## src/rtl/keypad_scanner.sv

```systemverilog
// 4x4 matrix keypad scanner: column drive, row sync, per-frame decode, debounce, hex key output.
// Latency: a press stable at the pins reaches key_ld within (DEBOUNCE_SCANS+1) frames plus 3 cycles.
// Backpressure: none; key_ld is a one-cycle load strobe for an always-ready holding register.
module keypad_scanner #(
    parameter int SCAN_DIV       = 100000,
    parameter int DEBOUNCE_SCANS = 4
) (
    input  logic       clk,
    input  logic       rst_n,
    input  logic [3:0] row,
    output logic [3:0] col,
    output logic [3:0] key_code,
    output logic       key_ld,
    output logic       key_valid
);

    localparam int DW = (SCAN_DIV > 1) ? $clog2(SCAN_DIV) : 1;
    localparam int CW = $clog2(DEBOUNCE_SCANS + 1);
    localparam logic [DW-1:0] DWELL_LAST = DW'(SCAN_DIV - 1);
    localparam logic [CW-1:0] CNT_MAX    = CW'(DEBOUNCE_SCANS);

    typedef enum logic {S_SCAN, S_EVAL} state_t;

    state_t          state, state_nxt;
    logic [3:0]      row_s1, row_s2;
    logic [DW-1:0]   dwell, dwell_nxt;
    logic [1:0]      col_idx, col_idx_nxt;
    logic [15:0]     frame, frame_nxt;
    logic [4:0]      prev_res, prev_res_nxt;
    logic [CW-1:0]   stable_cnt, stable_cnt_nxt, cnt_step;
    logic [3:0]      key_code_nxt;
    logic            key_ld_nxt, key_valid_nxt;

    logic [15:0]     low;
    logic            single;
    logic [3:0]      hit_idx;
    logic [4:0]      cur_res;
    logic            stable_hit;

    // Frame bit index is {column, row}
    function automatic logic [3:0] key_map(input logic [3:0] idx);
        logic [3:0] code;
        case (idx)
            4'h0: code = 4'h1;  4'h1: code = 4'h4;  4'h2: code = 4'h7;  4'h3: code = 4'h0;
            4'h4: code = 4'h2;  4'h5: code = 4'h5;  4'h6: code = 4'h8;  4'h7: code = 4'hF;
            4'h8: code = 4'h3;  4'h9: code = 4'h6;  4'hA: code = 4'h9;  4'hB: code = 4'hE;
            4'hC: code = 4'hA;  4'hD: code = 4'hB;  4'hE: code = 4'hC;  default: code = 4'hD;
        endcase
        return code;
    endfunction

    assign col = ~(4'b0001 << col_idx);

    always_comb begin
        low     = ~frame;
        single  = (low != 16'h0000) && ((low & (low - 16'd1)) == 16'h0000);
        hit_idx = 4'h0;
        for (int i = 0; i < 16; i++) begin
            if (low[i]) hit_idx = 4'(i);
        end
        // NONE is encoded as all zeros, so multi-press and idle compare equal
        cur_res    = single ? {1'b1, key_map(hit_idx)} : 5'b0_0000;
        cnt_step   = (cur_res != prev_res) ? CW'(1) :
                     (stable_cnt == CNT_MAX) ? CNT_MAX : stable_cnt + CW'(1);
        stable_hit = (cnt_step == CNT_MAX);
    end

    always_comb begin
        state_nxt      = state;
        dwell_nxt      = dwell;
        col_idx_nxt    = col_idx;
        frame_nxt      = frame;
        prev_res_nxt   = prev_res;
        stable_cnt_nxt = stable_cnt;
        key_code_nxt   = key_code;
        key_ld_nxt     = 1'b0;
        key_valid_nxt  = key_valid;
        case (state)
            S_SCAN: begin
                if (dwell == DWELL_LAST) begin
                    dwell_nxt                         = '0;
                    frame_nxt[{col_idx, 2'b00} +: 4]  = row_s2;
                    col_idx_nxt                       = col_idx + 2'd1;
                    if (col_idx == 2'd3) state_nxt = S_EVAL;
                end else begin
                    dwell_nxt = dwell + DW'(1);
                end
            end
            S_EVAL: begin
                state_nxt      = S_SCAN;
                prev_res_nxt   = cur_res;
                stable_cnt_nxt = cnt_step;
                if (stable_hit && cur_res[4]) begin
                    if (!key_valid || (cur_res[3:0] != key_code)) begin
                        key_code_nxt  = cur_res[3:0];
                        key_ld_nxt    = 1'b1;
                        key_valid_nxt = 1'b1;
                    end
                end else if (stable_hit) begin
                    key_valid_nxt = 1'b0;
                end
            end
            default: state_nxt = S_SCAN;
        endcase
    end

    always_ff @(posedge clk or negedge rst_n) begin
        if (!rst_n) begin
            row_s1     <= 4'hF;
            row_s2     <= 4'hF;
            state      <= S_SCAN;
            dwell      <= '0;
            col_idx    <= 2'd0;
            frame      <= 16'hFFFF;
            prev_res   <= 5'b0_0000;
            stable_cnt <= '0;
            key_code   <= 4'h0;
            key_ld     <= 1'b0;
            key_valid  <= 1'b0;
        end else begin
            row_s1     <= row;
            row_s2     <= row_s1;
            state      <= state_nxt;
            dwell      <= dwell_nxt;
            col_idx    <= col_idx_nxt;
            frame      <= frame_nxt;
            prev_res   <= prev_res_nxt;
            stable_cnt <= stable_cnt_nxt;
            key_code   <= key_code_nxt;
            key_ld     <= key_ld_nxt;
            key_valid  <= key_valid_nxt;
        end
    end

endmodule

```

## config.mk

```make
export PLATFORM = sky130hd
export DESIGN_NAME = keypad_scanner
export DESIGN_NICKNAME = d
export VERILOG_FILES = /design/src/rtl/keypad_scanner.sv
export SDC_FILE = /design/constraint.sdc
export NUM_CORES = 1
export LEC_CHECK = 0
export CAP_MARGIN = 20
export CORE_MARGIN = 10
export CORE_UTILIZATION = 55
export CTS_BUF_LIST = sky130_fd_sc_hd__clkbuf_4
export CTS_CLUSTER_SIZE = 40
export DETAILED_ROUTE_END_ITERATION = 10
export GPL_TIMING_DRIVEN = 0
export MAX_ROUTING_LAYER = met4
export PLACE_DENSITY = 0.79
export SLEW_MARGIN = 20
export SYNTH_ARGS = -nofsm -noshare
export SYNTH_HDL_FRONTEND = slang
export SYNTH_SLANG_ARGS = --single-unit
```

## constraint.sdc

```tcl
create_clock -name clk -period 4.6 [get_ports clk]
set_input_delay 0.69 -clock clk [delete_from_list [all_inputs] [get_ports clk]]
set_output_delay 0.69 -clock clk [all_outputs]
set_load 0.02 [all_outputs]
```

; Word level (Yosys, flattened, before mapping)
; Memories as Yosys holds them, arrays and structs flattened.
; Cells that the tools add are included.
[totals]
mem_bits_ro = 64
reg_bits = 58
inputBits = 6
word_cells = 70
n_memories = 1
[memory_table]
columns = memory, words, word_bits, read_ports, rd_ports_with_merged_regs, write_ports, line_no
row1 = (name not given), 16, 4, 1, 0, 0, 43  ; case (idx)
[classes]
mux = 29
eq_ne = 7
shift = 3
reduce_logical = 10
addsub = 5
n_bitwise = 4
[ops]
columns = cell, n
row1 = 4-bit two-way mux, 13
row2 = "17-bit by 1-bit adder with 17-bit output, second input constant", 1
row3 = "17-bit == test, second input constant", 1
row4 = 17-bit two-way mux, 1
row5 = 16-bit AND, 1
row6 = 16-bit bitwise mux, 1
row7 = 16-bit logical NOT, 1
row8 = 16-bit NOT, 1
row9 = 16-bit nonzero test, 1
row10 = "4-bit by 6-bit variable shift with 16-bit output, first input constant", 1
row11 = 4-bit by 6-bit indexed part select with 16-bit output, 1
row12 = "16-bit by 1-bit subtractor with 16-bit output, second input constant", 1
row13 = 1-bit two-way mux, 9
row14 = "3-bit == test, second input constant", 2
row15 = 3-bit two-way mux, 2
row16 = 4-bit negation with 6-bit output, 1
row17 = 3-bit AND reduction, 2
row18 = 5-bit two-way mux, 1
row19 = 5-bit inequality test, 1
row20 = 4-bit inequality test, 1
row21 = 4-bit NOT, 1
row22 = "1-bit by 2-bit left shift with 4-bit output, first input constant", 1
row23 = "3-bit by 1-bit adder with 3-bit output, second input constant", 1
row24 = "2-bit by 1-bit adder with 2-bit output, second input constant", 1
row25 = other kinds (10), 11

; Depth between registers and ports, before layout
; An unclocked memory read counts as a cell.
[logic_depth]
word_depth = 24
depth_mapped = 16
mapped_depth_nobuf = 15

; Worst setup path before layout
; No wires, ideal clock.
[synth_timing]
kind = flip-flop to flip-flop
from = register frame[9]
to = register key_code[2]
slack_ps = 1062
synth_period_minus_slack_ps = 3538
setup_time_ps = 128
path_stages_with_launch = 17
arrival_time_ps = 3410
cell_sequence = dfstp_2 clkbuf_2 nand2b_1 a21boi_0 a21oi_1 nand2_1 nand2_1 a21boi_0 ha_1 a31oi_1 nor2_1 a41oi_1 and3_1 a311o_1 o21ai_4 nor4_4 mux2_1
[synth_between]
elab_chain_cells = 15
[synth_rtl]
columns = element, line_no
row1 = from (decl), 28  ; logic [15:0] frame, frame_nxt;
row2 = from (signal assigned), 126  ; frame <= frame_nxt;
row3 = 16-bit NOT *, 55  ; low = ~frame;
row4 = 4-bit two-way mux (7 in a row), 59  ; if (low[i]) hit_idx = 4'(i);
row5 = memory 16 x 4 bit, n/a
row6 = 5-bit two-way mux *, 62  ; cur_res = single ? {1'b1, key_map(hit_idx)} : 5'b0_0000;
row7 = 5-bit inequality test, 63  ; cnt_step = (cur_res != prev_res) ? CW'(1) :
row8 = 3-bit two-way mux, 63
row9 = 3-bit == test, 65  ; stable_hit = (cnt_step == CNT_MAX);
row10 = 1-bit logical AND, 93  ; if (stable_hit && cur_res[4]) begin
row11 = 3-bit AND reduction (no source line), n/a
row12 = to (signal assigned), 129  ; key_code <= key_code_nxt;
row13 = to (decl), 12  ; output logic [3:0] key_code,
; Mark *: on every way between the ends. The rest lies on a longest branch, timed or not.
; A chain may end at the register's enable or synchronous reset.

; Worst setup path in the final report
[layout_timing]
from = register frame[9]
to = register key_code[1]
; Same word-level chain as after synthesis.

==> impl_metrics.sql <==
INSERT INTO impl_metrics (metric_group, metric, value, unit) VALUES
('run', 'reported_max_cap_violation_count', '0', ''),
('clock_network', 'htree_num_levels', '3', ''),
('grt', 'pin_count_of_the_biggest_net_entering_global_routing', '59', ''),
('clock_network', 'cts_root_buffer', 'clkbuf_4', ''),
('timing', 'totalNegativeSetupSlack', '0', 'ns'),
('timing', 'number_of_endpoints_failing_setup_at_the_final_stage', '0', ''),
('final_layout', 'nets', '386', ''),
('setup_path', 'ws_path_type', 'reg -> reg', ''),
('setup_path', 'cp_cell_sequence', 'clkbuf_2, nand2b_1, a21boi_0, a21oi_1, nand2_1, nand2_1, a21boi_0, ha_1, a31oi_1, nor2_1, a41oi_1, and3_1, a311o_1, o21ai_4, nor4_4, mux2_1', ''),
('final_layout', 'drive_above_1_share', '18.7', '%'),
('timing', 'timing.final.hold_violations', '0', ''),
('synth', 'synth_cells', '344', ''),
('final_layout', 'antenna-diode-count', '0', ''),
('setup_path', 'path_max_fanout', '9', ''),
('route', 'postRouteAntennaNets', '0', ''),
('grt', 'globalRoute.totalOverflow', '0', ''),
('power', 'p_per_area', '233', 'nW/um^2'),
('timing', 'slew_violations', '0', ''),
('setup_path', 'max_stage_delay', '0.57', 'ns'),
('clock_network', 'cts_resizes', '0', ''),
('synth', 'synth_enable_flop_cells', '0', ''),
('setup_path', 'cp_data_arrival_time', '4.38', 'ns'),
('route', 'drt-pass1-iter-count', '4', ''),
('placed_design', 'placed_cells_incl_taps', '431', ''),
('clock_network', 'post-cts-setup-buffer-count', '0', ''),
('route', 'detailroute.via_count', '2531', ''),
('final_layout', 'final_area', '3600', 'um^2'),
('worst_hold_path', 'worstHoldPathType', 'in -> async', ''),
('setup_path', 'timing.critical_path.to_type', 'flop', ''),
('die', 'die_y', '96.9', 'um'),
('clock_network', 'clock_transition_at_path_regs', '0.10', 'ns'),
('grt', 'grt_antenna_before_repair', '0', ''),
('final_layout', 'layout_commonest_cell', 'nand2_1', ''),
('final_layout', 'mostFrequentLayoutCells', 'nand2_1, dfrtp_1, o21ai_0', ''),
('route', 'drt-initial-drc-count', '147', ''),
('timing', 'worst_relative_slew_slack', '50.8', '%'),
('die', 'floorplan.die_area', '9390', 'um^2'),
('clock_network', 'clock_tree_from_tritoncts', 'done', ''),
('placed_design', 'routabilityCongestion', '0.907', ''),
('synth', 'syn_area_per_cell', '9.46', 'um^2'),
('timing', 'portion_of_the_clock_cycle_consumed_by_the_worst_path_in_the_final_layout', '88.8', '%'),
('timing', 'worst_pin_slew', '0.728', 'ns'),
('route', 'viasPerCell', '5.66', ''),
('timing', 'rsz_0062_raised_after_global_routing', 'false', ''),
('power', 'overall_power_after_layout', '839', 'uW'),
('power', 'vdd_ir_drop_max', '0.189', 'mV'),
('timing', 'worst_clock_skew', '0.0167', 'ns'),
('final_layout', 'syn2layout_area_growth', '10.7', '%'),
('grt', 'grt_usage', '14.4', '%'),
('synth', 'synth_top_flop_cell', 'dfrtp_1', ''),
('timing', 'final_period_minus_worst_setup_slack', '4.08', 'ns'),
('run_status', 'status', 'complete, no violations', ''),
('setup_path', 'critPathLaunchType', 'flop', ''),
('route', 'routed_wl', '6510', 'um'),
('power', 'static-leakage-power', '0.00148', 'uW'),
('route', 'wl_per_cell', '14.6', 'um'),
('clock_network', 'ctsLongestPathBuffers', '2', ''),
('synth', 'count_of_different_cell_masters_after_synthesis', '59', ''),
('clock_network', 'clock_sinks', '58', ''),
('clock_network', 'cts_inserted_buffers', '9', ''),
('placed_design', 'numPortBuffers', '15', ''),
('die', 'i_o_pin_total', '16', ''),
('setup_path', 'cp_slowest_cell', 'a41oi_1', ''),
('placed_design', 'postPlaceCellArea', '3490', 'um^2'),
('die', 'floorplan.die.width', '96.9', 'um'),
('setup_path', 'worst-endpoint-required', '4.89', 'ns'),
('die', 'initial_core_utilization', '58.0', '%'),
('timing', 'max_freq', '0.245', 'GHz'),
('die', 'area_of_the_core', '5610', 'um^2'),
('clock_network', 'postCtsHoldBufs', '0', ''),
('placed_design', 'placed_wire_length_estimate_after_detailed_placement', '4620', 'um'),
('synth', 'synth_nets', '360', ''),
('grt', 'number_of_global_route_vias_before_repair', '2382', ''),
('synth', 'seq_area_frac_synth', '45.5', '%'),
('synth', 'ys_async_sr_fraction', '100', '%'),
('synth', 'synthesis.area', '3250', 'um^2'),
('grt', 'grt_pass1_wl', '11200', 'um'),
('final_layout', 'fin_cells', '447', ''),
('clock_network', 'clk-insertion-delay-late', '0.40', 'ns'),
('synth', 'synth_warnings', '0', ''),
('die', 'placementRows', '27', ''),
('synth', 'number_of_storage_elements_in_the_synthesis_netlist', '58', ''),
('route', 'post-route-drc-count', '0', '');
==> where the power goes <==
group	switching (uW)	internal, uW	leakage (uW)
clock network	180	126	0.0000647
registers	2.70	517	0.000710
logic	10.1	3.87	0.000707
total	192	647	0.00148
==> worst paths after layout <==
check	cells after the start	slack, ns	from	end
worst max-delay path	16	0.52	frame[9]	key_code[1]
worst min-delay path	1	0.33	rst_n	prev_res[1]
worst max register to register	16	0.52	frame[9]	key_code[1]
worst min register to register	0	0.36	row_s1[2]	row_s2[2]
max in group asynchronous	1	3.78	rst_n	state
min in group clk	0	0.36	row_s1[2]	row_s2[2]
==> cell families after synthesis <==
family	Yosys count	share of synthesized area (%)
simple gates	146	23.8
compound gates	70	14.0
flops	58	45.5
buf+inv	31	4.42
xor+xnor	19	5.12
mux	10	3.31
fa+ha+maj	10	3.85
==> layout make-up <==
| class | count | area (um^2) |
|---|---|---|
| Fill cell | 467 | 2010 |
| Multi-Input combinational cell | 255 | 1630 |
| Sequential cell | 58 | 1480 |
| Timing Repair Buffer | 15 | 148 |
| Clock buffer | 12 | 90.1 |
| Tap cell | 72 | 90.1 |
| Buffer | 16 | 87.6 |
| Inverter | 15 | 56.3 |
| Clock inverter | 4 | 21.3 |
==> cell usage after synthesis, drive strengths merged, types with 2 or more instances <==
cell | n | area share (%)
ha | 10 | 3.8
nand3b | 3 | 0.69
a31oi | 6 | 1.2
a21boi | 2 | 0.46
a211o | 2 | 0.54
mux2i | 4 | 1.2
and3 | 9 | 1.8
nor4b | 3 | 1.5
xor2 | 8 | 2.2
clkbuf | 7 | 0.85
nor4 | 2 | 0.85
or2 | 3 | 0.58
a41oi | 3 | 0.81
or4 | 3 | 0.69
a311o | 2 | 0.62
dfrtp | 34 | 26
inv | 15 | 1.7
nor3 | 8 | 1.5
nand4 | 5 | 0.96
a21oi | 8 | 1.5
buf | 9 | 1.8
nand2 | 67 | 7.7
nand2b | 2 | 0.38
nor2b | 5 | 0.96
dfstp | 24 | 19
o31ai | 2 | 0.46
and4 | 5 | 1.4
nand3 | 12 | 2.0
o21ai | 34 | 5.6
mux2 | 6 | 2.1
a2111o | 2 | 0.69
xnor2 | 11 | 3.0
o22a | 2 | 0.58
nor2 | 16 | 1.8
==> metrics by stage <==
stage | utilization (%) | hold WS [ns] | worst slack, ns
floorplan | - | 0.345 | 1.06
global placement | 62.3 | 0.346 | 0.701
detailed placement | 62.2 | 0.348 | 0.519
CTS | 64.2 | 0.334 | 0.511
global route | 64.2 | 0.344 | 0.206
finish | 64.2 | 0.332 | 0.515
==> sequential cells by signal, summed over array words and instances, names as in the netlist <==
signal	count
col_idx	2
dwell	17
frame	16
key_code	4
key_ld	1
key_valid	1
prev_res	5
row_s1	4
row_s2	4
stable_cnt	3
state	1
==> worst max-delay path, delay by kind of cell (launching register included) <==
kind,cells,cell delay (ns)
multiplexers,1,0.37
adder cells (fa/ha/maj),1,0.31
flip-flops,1,0.52
AO/OA/AOI/OAI,7,1.71
buffers and inverters,1,0.19
AND/OR/NAND/NOR,6,0.88
==> routing by layer <==
| layer | wire [um] | global-route usage [%] | vias up |
|---|---|---|---|
| met4 | 87 | 4.74 | 0 |
| met3 | 162 | 4.33 | 8 |
| met5 | 0 | - | - |
| met2 | 3150 | 22.3 | 25 |
| met1 | 3110 | 17.6 | 1235 |
| li1 | - | - | 1263 |
Note: power is estimated with default switching activity, not from simulation.
